`src/rtl/game_state_ctrl_pkg.sv`:
```
// Shared state codes for the game-flow controller; also consumed by the HUD
// and display_top so the encoding stays in one place.
package game_state_ctrl_pkg;

  localparam int unsigned STATE_W = 3;

  localparam logic [STATE_W-1:0] ST_INIT     = 3'd0;
  localparam logic [STATE_W-1:0] ST_IDLE     = 3'd1;
  localparam logic [STATE_W-1:0] ST_PLAYING  = 3'd2;
  localparam logic [STATE_W-1:0] ST_HIT      = 3'd3;
  localparam logic [STATE_W-1:0] ST_GAMEOVER = 3'd4;
  localparam logic [STATE_W-1:0] ST_PAUSED   = 3'd5;

  // Codes 6 and 7 fall back here, with the settle timer reloaded.
  localparam logic [STATE_W-1:0] ST_RECOVER  = ST_INIT;

endpackage

```
`src/rtl/game_state_ctrl_edge_detect_rise.sv`:
```
// Rising-edge detector for a level button synchronous to clk; shared by
// other button handlers.
module edge_detect_rise (
  input  logic clk,
  input  logic hard_reset_n,
  input  logic in,
  output logic pe
);

  logic r_in_q;

  always_ff @(posedge clk or negedge hard_reset_n) begin
    if (!hard_reset_n) begin
      r_in_q <= 1'b0;
    end else begin
      r_in_q <= in;
    end
  end

  assign pe = in & ~r_in_q;

endmodule

```
`src/rtl/game_state_ctrl.sv`:
```
// Game-flow controller: settle, start screen, play, invincibility, pause and
// game over, with a saturating heart count and a one-cycle game_reset pulse.
module game_state_ctrl
  import game_state_ctrl_pkg::*;
#(
  parameter int unsigned MAX_HEARTS    = 3,
  parameter int unsigned HEART_W       = 2,
  parameter int unsigned SETTLE_CYCLES = 20000000,
  parameter int unsigned INVULN_CYCLES = 200000000,
  parameter int unsigned TIMER_W       = 28
) (
  input  logic               clk,
  input  logic               hard_reset_n,
  input  logic               start,
  input  logic               collision,
  input  logic               heart_pickup,
  output logic [HEART_W-1:0] num_hearts,
  output logic [2:0]         game_state,
  output logic               game_en,
  output logic               game_reset
);

  localparam logic [HEART_W-1:0] HEARTS_FULL = HEART_W'(MAX_HEARTS);
  localparam logic [HEART_W-1:0] HEARTS_ONE  = HEART_W'(1);
  localparam logic [TIMER_W-1:0] T_SETTLE    = TIMER_W'(SETTLE_CYCLES);
  localparam logic [TIMER_W-1:0] T_INVULN    = TIMER_W'(INVULN_CYCLES);

  logic [STATE_W-1:0] r_state;
  logic [TIMER_W-1:0] r_timer;
  logic [HEART_W-1:0] r_hearts;
  logic               r_game_en;
  logic               r_game_reset;
  logic               r_resume_hit;

  logic [STATE_W-1:0] w_state_nxt;
  logic [TIMER_W-1:0] w_timer_nxt;
  logic [HEART_W-1:0] w_hearts_nxt;
  logic               w_game_en_nxt;
  logic               w_game_reset_nxt;
  logic               w_resume_hit_nxt;
  logic               w_start_pe;
  logic               w_timer_zero;
  logic [HEART_W-1:0] w_hearts_inc;

  edge_detect_rise u_start_edge (
    .clk          (clk),
    .hard_reset_n (hard_reset_n),
    .in           (start),
    .pe           (w_start_pe)
  );

  assign w_timer_zero = (r_timer == '0);
  assign w_hearts_inc = (r_hearts < HEARTS_FULL) ? r_hearts + HEART_W'(1) : r_hearts;

  always_comb begin
    w_state_nxt      = r_state;
    w_timer_nxt      = r_timer;
    w_hearts_nxt     = r_hearts;
    w_game_en_nxt    = r_game_en;
    w_game_reset_nxt = 1'b0;
    w_resume_hit_nxt = r_resume_hit;

    case (r_state)
      ST_INIT: begin
        if (w_timer_zero) w_state_nxt = ST_IDLE;
        else              w_timer_nxt = r_timer - TIMER_W'(1);
      end
      ST_IDLE: begin
        if (w_start_pe) begin
          w_state_nxt      = ST_PLAYING;
          w_hearts_nxt     = HEARTS_FULL;
          w_game_en_nxt    = 1'b1;
          w_game_reset_nxt = 1'b1;
        end
      end
      ST_PLAYING: begin
        // Collision outranks start and pickup; the losing events are dropped.
        if (collision) begin
          if (r_hearts <= HEARTS_ONE) begin
            w_hearts_nxt  = '0;
            w_game_en_nxt = 1'b0;
            w_state_nxt   = ST_GAMEOVER;
          end else begin
            w_hearts_nxt = r_hearts - HEART_W'(1);
            w_timer_nxt  = T_INVULN;
            w_state_nxt  = ST_HIT;
          end
        end else if (w_start_pe) begin
          w_state_nxt      = ST_PAUSED;
          w_resume_hit_nxt = 1'b0;
          w_game_en_nxt    = 1'b0;
        end else if (heart_pickup) begin
          w_hearts_nxt = w_hearts_inc;
        end
      end
      ST_HIT: begin
        // A pickup lands even when start pauses in the same cycle.
        if (heart_pickup) w_hearts_nxt = w_hearts_inc;
        if (w_start_pe) begin
          w_state_nxt      = ST_PAUSED;
          w_resume_hit_nxt = 1'b1;
          w_game_en_nxt    = 1'b0;
        end else if (w_timer_zero) begin
          w_state_nxt = ST_PLAYING;
        end else begin
          w_timer_nxt = r_timer - TIMER_W'(1);
        end
      end
      ST_GAMEOVER: begin
        if (w_start_pe) begin
          w_hearts_nxt     = HEARTS_FULL;
          w_timer_nxt      = T_SETTLE;
          w_state_nxt      = ST_INIT;
          w_game_reset_nxt = 1'b1;
        end
      end
      ST_PAUSED: begin
        if (w_start_pe) begin
          w_state_nxt   = r_resume_hit ? ST_HIT : ST_PLAYING;
          w_game_en_nxt = 1'b1;
        end
      end
      default: begin
        w_state_nxt   = ST_RECOVER;
        w_timer_nxt   = T_SETTLE;
        w_game_en_nxt = 1'b0;
      end
    endcase
  end

  always_ff @(posedge clk or negedge hard_reset_n) begin
    if (!hard_reset_n) begin
      r_state      <= ST_INIT;
      r_timer      <= T_SETTLE;
      r_hearts     <= HEARTS_FULL;
      r_game_en    <= 1'b0;
      r_game_reset <= 1'b0;
      r_resume_hit <= 1'b0;
    end else begin
      r_state      <= w_state_nxt;
      r_timer      <= w_timer_nxt;
      r_hearts     <= w_hearts_nxt;
      r_game_en    <= w_game_en_nxt;
      r_game_reset <= w_game_reset_nxt;
      r_resume_hit <= w_resume_hit_nxt;
    end
  end

  assign num_hearts = r_hearts;
  assign game_state = r_state;
  assign game_en    = r_game_en;
  assign game_reset = r_game_reset;

endmodule

```
`config.mk`:
```
export PLATFORM = sky130hd
export DESIGN_NAME = game_state_ctrl
export DESIGN_NICKNAME = d
export VERILOG_FILES = /design/src/rtl/game_state_ctrl_pkg.sv /design/src/rtl/game_state_ctrl_edge_detect_rise.sv /design/src/rtl/game_state_ctrl.sv
export SDC_FILE = /design/constraint.sdc
export NUM_CORES = 1
export LEC_CHECK = 0
export BUFFER_PORTS_ARGS = -buffer_cell sky130_fd_sc_hd__buf_2
export CAP_MARGIN = 20
export CORE_UTILIZATION = 55
export DETAILED_ROUTE_END_ITERATION = 7
export GPL_ROUTABILITY_DRIVEN = 0
export HOLD_SLACK_MARGIN = 0.1
export PLACE_DENSITY_LB_ADDON = 0.2
export SYNTH_ARGS = -nofsm -noshare
export SYNTH_HDL_FRONTEND = slang
export SYNTH_SLANG_ARGS = --single-unit
```
`constraint.sdc`:
```
create_clock -name clk -period 2.05 [get_ports clk]
set_clock_uncertainty 0.05 [all_clocks]
set_input_delay 0.615 -clock clk [delete_from_list [all_inputs] [get_ports clk]]
set_output_delay 0.615 -clock clk [all_outputs]
set_load 0.005 [all_outputs]
```
==> flow_summary_export.csv <==
group,metric,value,unit
outcome,status,"finished with violations",
outcome,failed_checks,"negative setup slack",
route,wl,7.341,mm
global_routing,track_usage,30.81,%
cts,clkLatencyLatePin,0.29,ns
cts,numCtsBuffers,5,
sta,finalSetupViolations,6,
pwr,power.density,1562,nW/um^2
cells_and_area,drive_above_1_share,43.06,%
route,dr.first_iter.drc_count,255,
global_routing,grt-ovfl-total,0,
route,vias,2676,
sta,timing.hold.ws,0.2225,ns
setup_path,worstSetupPathType,"reg -> reg",
logic_synthesis,ys_top_cells_by_area,"dfrtp_1 (27%), dfstp_2 (11%), nor2_1 (5.0%)",
placed_design,io_buffers,11,
cells_and_area,multiInputGateArea,1633,sq um
placed_design,place_ws,-0.1331,ns
pwr,p_leak,1.464,nW
global_routing,grt_pass1_wl,11.85,mm
sta,final.min_clock_period,2.126,ns
placed_design,placed_area,3098,sq um
sta,setup_ws,-0.07642,ns
cells_and_area,fin_nets,365,
floorplan,rows,24,
logic_synthesis,synth_nets,290,
logic_synthesis,synth_largest_area_cell,"dfrtp_1",
cells_and_area,stdcell_count,412,
sta,rsz0062_at_grt,"yes",
placed_design,place_inst,398,
sta,final_max_slew_viol_count,0,
cells_and_area,seqCellArea,940.9,sq um
route,drt-vias-per-instance,6.495,
cts,htreeDepth,2,
floorplan,start_util,56.87,%
setup_path,worstPathMaxFanout,4,
logic_synthesis,syn_avg_cell_area,8.719,sq um
setup_path,rr_startpoint,"r_timer[1]",
cts,ctsLongestPathBuffers,2,
setup_path,cp-startpoint,"r_timer[1]",
pwr,switchingPower,2.331,mW
cts,cts_hold_buf,0,
logic_synthesis,yosysTopAreaCellShare,27.29,%
logic_synthesis,synth_cell_types,55,
pwr,vdd_drop_max,0.9137,mV
route,dr.pass1.iters,5,
route,drc_errors,0,
sta,slew_headroom,70.11,%
cells_and_area,num-fill-cells,278,
logic_synthesis,seq_area_frac_synth,37.90,%
pwr,fin_total_pwr,5.346,mW
pwr,pwr-share-clk,10.7,%
setup_path,cp-start-kind,"flip-flop",
pwr,internal_power,3.015,mW
sta,finalSetupTns,-0.2060,ns
sta,hold_viol_final,0,
route,antenna_left,0,
pwr,p_comb_share,64.4,%
cells_and_area,final_cell_area,3422,sq um
logic_synthesis,synth_edf_count,0,
floorplan,io_pins,12,
logic_synthesis,synthCells,284,
global_routing,grt_pass1_vias,2554,
floorplan,die_area,4774,sq um
cts,clk_pin_slew,0.07,ns
cells_and_area,area_growth,38.20,%
pwr,p_seq_share,24.9,%
sta,clock.fmax,470.3,MHz
setup_path,required,2.24,ns
logic_synthesis,yosysWarnings,0,
cts,cts_sinks,37,
cts,cts_root_buf,"clkbuf_8",
route,avgRoutedWirePerCell,17.82,um
pwr,p_sw_share,43.60,%
flow_run,cap_violations,0,
hold_path,hp-class,"in -> async",
logic_synthesis,synth_flop_cell,"dfrtp_1",
placed_design,dp_hpwl,5.126,mm
floorplan,core,4354,sq um
cts,cts_tree,"yes",
cells_and_area,post-route-util,78.59,%
global_routing,grt_max_degree,38,
sta,finalCritPeriodShare,103.7,%
setup_path,worstPathArrival,2.32,ns
floorplan,die_h,69.10,um
cells_and_area,antenna_cells,0,
setup_path,end_kind,"flip-flop",
global_routing,grt_antenna_before_repair,0,
logic_synthesis,async_flop_share,100.0,%
logic_synthesis,synth_area,2476,sq um
floorplan,fp.dieW,69.10,um
sta,tightest_slew,0.4436,ns
logic_synthesis,synth-seq-cells,37,
[kinds of logic after synthesis]
logic type | share of synthesized area (%)
compound gates | 22.99
xor+xnor | 0.3538
fa+ha+maj | 0.5052
buf+inv | 3.537
flops | 37.90
mux | 2.527
simple gates | 32.19
[timing repair]
item | in CTS | in global routing
pin swaps | 5 | 10
endpoints found under the hold margin | 0 | 0
setup buffers | 0 | 7
setup endpoints to repair | 11 | 26
gates resized for setup | 6 | 40
[state kept, by name, summed over array words and instances (netlist names)]
register	cells
num_hearts	2
u_start_edge.r_in_q	1
game_en	1
game_state	3
r_timer	28
game_reset	1
r_resume_hit	1
[cells in the mapped netlist (all sizes together) (2+ instances only)]
cell type	count
buf	8
a211oi	4
nand4b	2
o21ai	17
nor2b	4
and4	2
o22ai	6
nand3	12
nor4	7
a31oi	8
nand2b	8
nor2	33
or3	8
o31ai	12
or2	2
or4	12
nand2	20
inv	4
o21a	5
nand4	5
dfstp	10
o22a	4
dfrtp	27
or3b	2
nor3b	2
nor3	8
mux2i	4
mux2	2
a21oi	16
clkbuf	8
a22o	2
and3	3
[cell type report]
type	instances	share of cell area, %
clock buffer	7	2.815
sequential	37	27.50
multi-input combinational	227	47.71
timing repair buffer	84	19.49
tap	52	1.901
clock inverter	1	0.1463
inverter	4	0.4388
[critical path: stages, from the launching register on]
cell and delay (ns):
dfrtp_1 0.42, nor4_2 0.31, buf_4 0.18, nand3b_1 0.10
or4_4 0.50, or4_4 0.43, nand3_2 0.08
[cell usage in the layout (no fill, tap or decap), types with 3 or more instances in the layout]
master     n
or4_4      8
dfrtp_1   25
a21oi_1   14
nor3_1     5
buf_6      7
o22ai_1    4
o22a_1     4
mux2i_1    4
and3_1     3
inv_1      3
or4_1      4
clkbuf_8   7
nand3_1   10
nor2b_1    4
nor4_4     4
o21ai_0   13
nand4_1    4
a211oi_2   3
nand2_1   20
o21ai_2    3
or3_1      7
nand2b_1   6
nor2_1    31
buf_12     3
a31oi_1    8
buf_4     63
o21a_1     5
o31ai_1   11
buf_2     11
dfstp_2   10
[layer usage]
metal | vias up | routed length, um | track usage (%)
met5 | - | 0 | 0
met4 | 0 | 247 | 11.11
met3 | 35 | 387 | 5.263
met2 | 110 | 3704 | 51.46
met1 | 1295 | 3001 | 40.13
li1 | 1236 | - | -
[power groups by stage]
stage	Combinational [mW]	Sequential, mW	Clock (mW)
floorplan	1.80	1.29	0
global placement	2.93	1.30	0
detailed placement	3.00	1.32	0
CTS	3.01	1.31	0.576
global route	3.70	1.37	0.613
finish	3.44	1.33	0.572
[final timing paths]
check / to / slack [ns] / cells after the start
min: r_timer[7] / 0.22 / 2
max in group asynchronous: r_timer[10] / 1.47 / 2
min in group clk: u_start_edge.r_in_q / 0.42 / 1
min reg2reg: r_timer[13] / 0.45 / 2
max: r_timer[21] / -0.08 / 6
max reg2reg: r_timer[21] / -0.08 / 6
Note: power is estimated with default switching activity, not from simulation.
